`src/rtl/lfsr_seq_ctrl.sv`:
```
// lfsr_seq_ctrl: restartable, abortable sequencer for an external LFSR.
// On an accepted start it loads a seed into the LFSR, issues a programmable
// number of shift strobes, captures the final LFSR state and offers it on a
// valid/ready output.
// Optional feature macro: LFSR_ZERO_SEED_FIX_EN. When defined, a zero seed is
// replaced by DEFAULT_SEED and seed_fixed flags the substitution.
module lfsr_seq_ctrl #(
  parameter int                WIDTH        = 4,
  parameter int                CNT_W        = 4,
  parameter int                SHIFT_CNT    = 8,
  parameter logic [WIDTH-1:0]  DEFAULT_SEED = WIDTH'(4'b1001)
) (
  input  logic             clk,
  input  logic             rst_n,
  input  logic             start,
  input  logic             abort,
  input  logic [WIDTH-1:0] seed,
  input  logic [CNT_W-1:0] cfg_shifts,
  input  logic [WIDTH-1:0] lfsr_state,
  output logic             lfsr_load,
  output logic [WIDTH-1:0] lfsr_seed,
  output logic             lfsr_shift,
  output logic             busy,
  output logic             out_valid,
  input  logic             out_ready,
  output logic [WIDTH-1:0] out_data,
  output logic [CNT_W-1:0] shifts_done,
  output logic             seed_fixed
);

`ifdef LFSR_ZERO_SEED_FIX_EN
  localparam bit ZERO_FIX = 1'b1;
`else
  // Zero seeds pass straight through; the LFSR then stays locked at zero.
  localparam bit ZERO_FIX = 1'b0;
`endif

  localparam logic [CNT_W-1:0] SHIFT_CNT_C = CNT_W'(SHIFT_CNT);
  localparam logic [CNT_W-1:0] CNT_ONE     = CNT_W'(1);

  typedef enum logic [2:0] {
    ST_IDLE    = 3'd0,
    ST_LOAD    = 3'd1,
    ST_RUN     = 3'd2,
    ST_CAPTURE = 3'd3,
    ST_DONE    = 3'd4
  } state_t;

  state_t           state_reg, state_next;
  logic [WIDTH-1:0] seed_reg, seed_next;
  logic [CNT_W-1:0] target_reg, target_next;
  logic [CNT_W-1:0] count_reg, count_next;
  logic [WIDTH-1:0] data_reg, data_next;
  logic             fixed_reg, fixed_next;
  logic             load_reg, load_next;
  logic             shift_reg, shift_next;
  logic             busy_reg, busy_next;
  logic             valid_reg, valid_next;

  // Next-state and next-output decode; strobes are derived from the next
  // state so that every output is a flop aligned with the state it reflects.
  always_comb begin
    state_next  = state_reg;
    seed_next   = seed_reg;
    target_next = target_reg;
    count_next  = count_reg;
    data_next   = data_reg;
    fixed_next  = fixed_reg;

    case (state_reg)
      ST_IDLE: begin
        if (start && !abort) begin
          seed_next   = (ZERO_FIX && (seed == '0)) ? DEFAULT_SEED : seed;
          fixed_next  = ZERO_FIX && (seed == '0);
          target_next = (cfg_shifts == '0) ? SHIFT_CNT_C : cfg_shifts;
          count_next  = '0;
          state_next  = ST_LOAD;
        end
      end
      ST_LOAD: begin
        // The first RUN cycle already shows one shift issued.
        count_next = count_reg + CNT_ONE;
        state_next = ST_RUN;
      end
      ST_RUN: begin
        // count_reg equals the number of shift strobes including this cycle.
        if (count_reg == target_reg) begin
          state_next = ST_CAPTURE;
        end else begin
          count_next = count_reg + CNT_ONE;
        end
      end
      ST_CAPTURE: begin
        // lfsr_state already includes the last shift at this point.
        data_next  = lfsr_state;
        state_next = ST_DONE;
      end
      ST_DONE: begin
        if (out_ready) begin
          state_next = ST_IDLE;
        end
      end
      default: begin
        state_next = ST_IDLE;
      end
    endcase

    // Abort wins over everything outside IDLE and freezes count and data.
    if (abort && (state_reg != ST_IDLE)) begin
      state_next = ST_IDLE;
      count_next = count_reg;
      data_next  = data_reg;
    end

    load_next  = (state_next == ST_LOAD);
    shift_next = (state_next == ST_RUN);
    valid_next = (state_next == ST_DONE);
    busy_next  = (state_next != ST_IDLE);
  end

  // State and output registers with synchronous active-low reset.
  always_ff @(posedge clk) begin
    if (!rst_n) begin
      state_reg  <= ST_IDLE;
      seed_reg   <= '0;
      target_reg <= '0;
      count_reg  <= '0;
      data_reg   <= '0;
      fixed_reg  <= 1'b0;
      load_reg   <= 1'b0;
      shift_reg  <= 1'b0;
      busy_reg   <= 1'b0;
      valid_reg  <= 1'b0;
    end else begin
      state_reg  <= state_next;
      seed_reg   <= seed_next;
      target_reg <= target_next;
      count_reg  <= count_next;
      data_reg   <= data_next;
      fixed_reg  <= fixed_next;
      load_reg   <= load_next;
      shift_reg  <= shift_next;
      busy_reg   <= busy_next;
      valid_reg  <= valid_next;
    end
  end

  assign lfsr_load   = load_reg;
  assign lfsr_seed   = seed_reg;
  assign lfsr_shift  = shift_reg;
  assign busy        = busy_reg;
  assign out_valid   = valid_reg;
  assign out_data    = data_reg;
  assign shifts_done = count_reg;
  assign seed_fixed  = fixed_reg;

endmodule

```
`config.mk`:
```
export PLATFORM = sky130hd
export DESIGN_NAME = lfsr_seq_ctrl
export DESIGN_NICKNAME = d
export VERILOG_FILES = /design/src/rtl/lfsr_seq_ctrl.sv
export SDC_FILE = /design/constraint.sdc
export NUM_CORES = 1
export LEC_CHECK = 0
export BUFFER_PORTS_ARGS = -buffer_cell sky130_fd_sc_hd__buf_2
export CAP_MARGIN = 0
export CORE_UTILIZATION = 44
export CTS_CLUSTER_DIAMETER = 200
export DETAILED_ROUTE_END_ITERATION = 16
export GPL_ROUTABILITY_DRIVEN = 0
export PLACE_DENSITY = 0.74
export SYNTH_ARGS = -nofsm -noshare
export SYNTH_HDL_FRONTEND = slang
export SYNTH_SLANG_ARGS = --single-unit
```
`constraint.sdc`:
```
create_clock -name clk -period 1.4 [get_ports clk]
set_clock_uncertainty 0.05 [all_clocks]
set_input_delay 0.42 -clock clk [delete_from_list [all_inputs] [get_ports clk]]
set_output_delay 0.42 -clock clk [all_outputs]
set_load 0.1 [all_outputs]
```
=== Yosys cells after proc, flatten, opt, wreduce, memory -nomap -nowiden ===
Cells that the tools add are included.

* Bitwise logic cells: 1
* Reduce and logical (&&, ||, !) cells: 11
* Mux-type cells: 9
* Eq/ne operators: 10
* Add/subtract/negate cells: 1

{| class="wikitable"
|+ Operators by type and width
! operator !! number
|-
| 3-bit one-hot mux with 5 select lines || 1
|-
| 3-bit 2-to-1 mux || 4
|-
| 4-bit 2-to-1 mux || 3
|-
| 4-bit one-hot mux with 3 select lines || 1
|-
| 3-bit by 2-bit == test with 1-bit output (second input constant) || 3
|-
| 3-bit nonzero test || 3
|-
| 3-bit by 1-bit == test with 1-bit output (second input constant) || 2
|-
| 3-bit == test (second input constant) || 2
|-
| 4-bit by 1-bit adder with 4-bit output (second input constant) || 1
|-
| 4-bit == test || 1
|-
| 4-bit zero test || 1
|-
| 2-bit != test (second input constant) || 2
|-
| 2-bit AND reduction || 2
|-
| 4-bit AND reduction || 1
|-
| 3-bit zero test || 1
|-
| 1-bit logical AND || 2
|-
| 1-bit zero test || 1
|-
| 1-bit inverter || 1
|}

* Bits in registers: 23

=== Logic depth before layout (Yosys ltp) ===
Gate-level depths: netlist of run 1.

* Word-level depth: 6
* Gate-level depth with buffers: 5

=== Least setup slack after synthesis of run 1 ===
Ideal clock, no wire load.

* Kind: reg-to-reg
* Start point: reg count_reg[3], in the netlist shifts_done[3]
* End point: reg count_reg[0], in the netlist shifts_done[0]
* Cell stages (with the launch flop): 5
* Slack: -622 ps
* Clock period less this slack: 2022 ps
* Library setup time: 126 ps
* Data arrival time: 1846 ps
* Required time: 1224 ps
* Cell sequence: dfxtp_1 -> xor2_1 -> nor4b_4 -> a21oi_1 -> mux2i_1

* Cells in the longest elaborated chain, start to end: 3

{| class="wikitable"
|+ RTL lines
! what !! line !! RTL
|-
| start: declaration || 52 || <nowiki>logic [CNT_W-1:0] count_reg, count_next;</nowiki>
|-
| start signal: assignment || 138 || <nowiki>count_reg <= count_next;</nowiki>
|-
| 4-bit == test || 87 || <nowiki>if (count_reg == target_reg) begin</nowiki>
|-
| 2-bit != test (no line) || -- ||
|-
| 4-bit AND reduction (no line) || -- ||
|}

No other way between the ends.
A chain may end at the register's enable or synchronous reset.

=== Worst setup path in the final report of run 1 ===
* Start point: reg count_reg[2], in the netlist shifts_done[2]
* End point: reg count_reg[0], in the netlist shifts_done[0]

Same word-level chain as after synthesis.

==> results of run 1 <==
-- power breakdown --
| part | switching, mW | leakage, nW | total [mW] | internal [mW] |
|---|---|---|---|---|
| Sequential | 0.0256 | 0.195 | 0.698 | 0.673 |
| Clock | 0.194 | 0.0150 | 0.305 | 0.111 |
| Combinational | 0.222 | 0.484 | 0.368 | 0.146 |
| Total | 0.442 | 0.694 | 1.37 | 0.930 |
-- logic make-up (layout without fill, tap and decap cells) --
family / after synthesis / after routing / share of synthesized area (%)
multiplexers: 8 / 8 / 7.730
AND/OR/NAND/NOR: 49 / 49 / 27.06
XOR/XNOR: 5 / 5 / 4.227
buffers and inverters: 5 / 58 / 2.898
other: 1 / 1 / 0.3620
adder cells (fa/ha/maj): 1 / 1 / 1.208
AO/OA/AOI/OAI: 17 / 17 / 12.08
flip-flops: 23 / 23 / 44.44
-- cell type report --
class,instances,area (sq um)
timing repair buffer,52,565.5
clock buffer,4,26.28
fill,150,496.7
tap,28,35.03
multi-input combinational,81,591.8
sequential,23,489.2
inverter,2,7.507
-- cell usage after synthesis (all sizes together) --
| cell | number |
|---|---|
| a211oi | 2 |
| a21oi | 11 |
| a31oi | 1 |
| and3 | 2 |
| buf | 2 |
| clkbuf | 1 |
| clkinv | 1 |
| conb | 1 |
| dfxtp | 23 |
| ha | 1 |
| inv | 1 |
| mux2i | 8 |
| nand2 | 21 |
| nand2b | 3 |
| nand3 | 3 |
| nand3b | 1 |
| nor2 | 7 |
| nor3 | 8 |
| nor4 | 1 |
| nor4b | 1 |
| o21a | 3 |
| or2 | 1 |
| or3 | 1 |
| xor2 | 5 |
-- layout by cell type (no fill, tap or decap), types with 2 or more instances in the layout --
cell      count
nand2b_1      3
xor2_2        3
clkbuf_4      3
o21a_1        3
nand3_1       2
dfxtp_1       8
buf_12       16
nor3_1        6
dfxtp_4       4
nor2_1        5
nand2_1      21
buf_4        16
buf_2        16
a211oi_2      2
dfxtp_2      11
xor2_1        2
buf_6         4
nor2_4        2
mux2i_1       8
a21oi_1       9
-- how the worst max path moves through the flow --
stage / start / cells after the start / slack (ns) / endpoint
after floorplan: shifts_done[3]$_SDFFE_PN0P_ / 4 / -0.08 / lfsr_load$_SDFF_PN0_
after global placement: abort / 5 / -0.09 / shifts_done[2]$_SDFFE_PN0P_
after detailed placement: abort / 5 / -0.17 / shifts_done[2]$_SDFFE_PN0P_
after CTS: shifts_done[3]$_SDFFE_PN0P_ / 5 / -0.04 / lfsr_load$_SDFF_PN0_
after global routing: shifts_done[1]$_SDFFE_PN0P_ / 5 / -0.13 / shifts_done[0]$_SDFFE_PN0P_
final: shifts_done[2]$_SDFFE_PN0P_ / 5 / -0.04 / shifts_done[0]$_SDFFE_PN0P_
-- metal layers --
layer  vias up  GRT usage (%)  share of wire (%)
met5         -              0                  0
met2        33          41.78                 53
met3        12          2.727                3.1
met1       472          25.05                 38
li1        472              -                  -
met4         0          8.796                5.0
-- repair_timing --
item,CTS,global route
buffers inserted,5,2
pin swaps,1,6
gates resized for setup,11,11
endpoints found under the setup margin,18,24
-- worst max-delay path: cells and delay by family (launching register included) --
| kind | cells | cell delay (ns) |
|---|---|---|
| buffers and inverters | 1 | 0.17 |
| xor gates and xnor gates | 1 | 0.23 |
| AOI/OAI and AO/OA | 1 | 0.20 |
| and+or+nand+nor | 1 | 0.08 |
| muxes | 1 | 0.25 |
| DFF | 1 | 0.38 |
-- metrics by stage --
step | utilization, % | setup slack, ns | instance area (sq um) | instances
finish | 77.55 | -0.03541 | 1715 | 190
global route | 77.55 | -0.1309 | 1715 | 190
CTS | 75.68 | -0.03764 | 1674 | 188
detailed placement | 71.10 | -0.1700 | 1573 | 179
global placement | 71.10 | -0.09254 | 1573 | 179
floorplan | - | -0.08346 | 1062 | 109
==> flow_summary.ini, run 1 <==
[status]
status = finished, violations left
violations = setup timing

[drt]
num_vias = 989
wl_per_cell_um = 14.15
drt_iter0_markers = 20
viasPerCell = 5.205
wl_mm = 2.688
drc = 0
ant_nets = 0
first_pass_iters = 4

[yosys]
syn_nets = 127
synth_area_per_cell_sq_um = 9.505
synthCells = 109
ys_types = 30
synth_top_area_share_pct = 44.44
synth_seq_cells = 23
synthTopCellsByArea = dfxtp_1 (44%), mux2i_1 (7.7%), nand2_1 (7.6%)
synth_area_sq_um = 1036
yosys_warnings = 0
synth_seq_area_share_pct = 44.44
synth_top_area_cell = dfxtp_1

[sta]
maxSlewViolCount = 0
setup_tns_ns = -0.1460
worst_slack_ns = -0.03541
final_hold_viol_count = 0
finalCritPeriodShare_pct = 102.5
setup_viol = 7
rsz0062_at_grt = yes
clock.fmax_ghz = 0.6967
hold_ws_ns = 0.2827
period_minus_slack_ns = 1.435

[final_layout]
diodes = 0
layout-drive-gt1-share_pct = 54.32
area.growth.synth_to_final_pct = 65.58
nNetsFinal = 181

[floorplan]
coreArea_sq_um = 2212
die-height_um = 50.53
num_io_pins = 34
num_rows = 17
dieArea_sq_um = 2553
die_w_um = 50.53
start_util_pct = 46.83

[job]
drv_cap = 0

[clock_network]
postCtsHoldBufs = 0
insertion_delay_ns = 0.30
root_buffer = clkbuf_4
cts_tree = yes
clk_pin_slew_worst_paths_ns = 0.12
cts_max_path_buffers = 2
clock_sinks = 23
htree_levels = 1
cts_buffers = 3

[global_route]
antenna_found_initial = 0
grt.overflow.total = 0
grt_pass1_wl_mm = 4.278
grt_pass1_vias = 981
track_usage_pct = 22.25
grt_max_degree = 13

[critical_path]
crit_type = flip-flop to flip-flop
critPathSlowestCell = dfxtp_4
rr_worst_depth = 5
critPathLaunchType = flip-flop
r2r-start = shifts_done[2]$_SDFFE_PN0P_
slowest_delay_ns = 0.38
cp.arrival_ns = 1.61
r2r_setup_slack_ns = -0.04
crit_fanout = 4
path_cells = xor2_2 -> nor3_2 -> buf_4 -> a21oi_2 -> mux2i_1
timing.rr.end = shifts_done[0]$_SDFFE_PN0P_
critical_path_required_ns = 1.57
cp-end-kind = flip-flop

[worst_hold_path]
hold_depth = 3
holdPathEnd = lfsr_seed[2]$_SDFFE_PN0P_
hold_path.class = primary input to flip-flop
hold_start = seed[2]

[placed_design]
hpwl_mm = 1.898
portBuffers = 32

[power]
power_mw = 1.371
p_leak_nw = 0.6942
pwr_density_cell_nw_per_um2 = 799.3
vdd_drop_max_mv = 0.7885
Power figures use the tool's default switching activity.
==> run 2: changes to the inputs <==
CORE_UTILIZATION = 52   (was 44)
PLACE_DENSITY = 0.82   (was 0.74)
SETUP_SLACK_MARGIN = 0.05   (was default)
clock period = 1.74 ns   (was 1.4 ns; I/O delays follow)
==> flow_summary.ini, run 2 (same netlist as run 1, synthesis figures left out) <==
[critical_path]
crit_type = flip-flop to primary output
crit_fanout = 1
critPathLaunchType = flip-flop
cp-end-kind = primary output
slowest_delay_ns = 0.41
cp.buffers_inverters = 1
critical_path_required_ns = 1.17
critPathSlowestCell = buf_2
crit_family = buffers and inverters
path_cells = buf_2
cp.arrival_ns = 1.05

[placed_design]
hpwl_mm = 1.551
portBuffers = 32
dp.cells = 168
post-place-ws_ns = 0.1295
place_area_sq_um = 1247

[final_layout]
diodes = 0
finalNonFillerCells = 172
final_cell_mix = nand2_1 (21), buf_2 (20), dfxtp_1 (19)
layout-drive-gt1-share_pct = 36.73
final_common_cell = nand2_1
nNetsFinal = 166
area.growth.synth_to_final_pct = 25.85
final_util_pct = 72.36
stdcell_area_sq_um = 1304

[clock_network]
clk_pin_slew_worst_paths_ns = 0.13
clock_sinks = 23
htree_levels = 1
cts_max_path_buffers = 2
root_buffer = clkbuf_4
cts_buffers = 3
cts_setup_buffers = 0
cts_tree = yes
insertion_delay_ns = 0.31

[power]
vdd_drop_max_mv = 0.6271
p_leak_nw = 0.5532
pwr_density_cell_nw_per_um2 = 792.3

[drt]
viasPerCell = 4.994
wl_per_cell_um = 11.42
drt_iter0_markers = 9
wl_mm = 1.965
num_vias = 859
ant_nets = 0
first_pass_iters = 4
drc = 0

[sta]
final_hold_viol_count = 0
setup_tns_ns = 0
setup_viol = 0
finalCritPeriodShare_pct = 93.16
worst_slack_ns = 0.1190
period_minus_slack_ns = 1.621
maxSlewViolCount = 0
clock.fmax_ghz = 0.6169
rsz0062_at_grt = no

[global_route]
track_usage_pct = 20.66
grt_pass1_wl_mm = 3.105
antenna_found_initial = 0
grt_pass1_vias = 744
grt_max_degree = 13
grt.overflow.total = 0

[job]
drv_cap = 0

[floorplan]
num_io_pins = 34
die-height_um = 46.64
coreArea_sq_um = 1802
die_w_um = 46.64
start_util_pct = 57.50
num_rows = 15
dieArea_sq_um = 2175

[worst_hold_path]
hold_path.class = primary input to flip-flop

[status]
status = finished clean
==> run 2: cell types whose count changed in the layout (fill, tap and decap cells not counted), moves of 3 or more <==
cell,delta
buf_12,-16
buf_2,+4
buf_4,-8
buf_6,-4
clkbuf_4,+9
dfxtp_1,+11
dfxtp_2,-7
dfxtp_4,-4
xor2_1,+3
xor2_2,-3
==> run 2: repair_timing <==
| action | 4_1_cts | 5_1_grt |
|---|---|---|
| gates resized for setup | 3 | 9 |
| endpoints found under the setup margin | 3 | 9 |
| gates cloned | 0 | 0 |
| hold buffers | 0 | 0 |
==> run 2: worst reg2reg max path, stage by stage, from the launching register on <==
cell and delay (ns):
dfxtp_1 0.51, nor2_4 0.11, or2_2 0.28, a21oi_1 0.26
o21a_1 0.16
==> run 2: report_power, final <==
part	switching (mW)	internal (mW)	total [mW]
Combinational	0.157	0.0660	0.223
Sequential	0.0146	0.545	0.559
Clock	0.161	0.0896	0.250
==> run 2: final timing paths <==
path / from / to / slack, ns / cells past startpoint
min reg2reg: lfsr_seed[2]$_SDFFE_PN0P_ / lfsr_seed[2]$_SDFFE_PN0P_ / 0.42 / 2
max reg2reg: state_reg[0]$_SDFF_PN0_ / busy$_SDFF_PN0_ / 0.32 / 4
min: seed[0] / lfsr_seed[0]$_SDFFE_PN0P_ / 0.39 / 3
max: out_valid$_SDFF_PN0_ / out_valid / 0.12 / 1
==> run 2: per-layer routing <==
metal / share of wire (%) / vias up / track usage [%]
met5: 0 / - / 0
met4: 1.9 / 0 / 10.29
met3: 4.2 / 4 / 4.706
met2: 49 / 26 / 34.17
met1: 45 / 383 / 24.82
li1: - / 446 / -
==> run 2: layout make-up <==
class                      instances  area, sq um
tap                               25        31.28
inverter                           2        7.507
multi-input combinational         81        545.5
clock buffer                       4        26.28
sequential                        23        465.4
timing repair buffer              37        227.7
fill                             152        498.0
==> run 2: through the flow <==
stage | power (mW) | hold slack (ns)
CTS | 1.032 | 0.3826
finish | 1.033 | 0.3852
global placement | 0.7855 | 0.3904
global route | 1.076 | 0.3689
floorplan | 0.7379 | 0.3978
detailed placement | 0.7907 | 0.4005
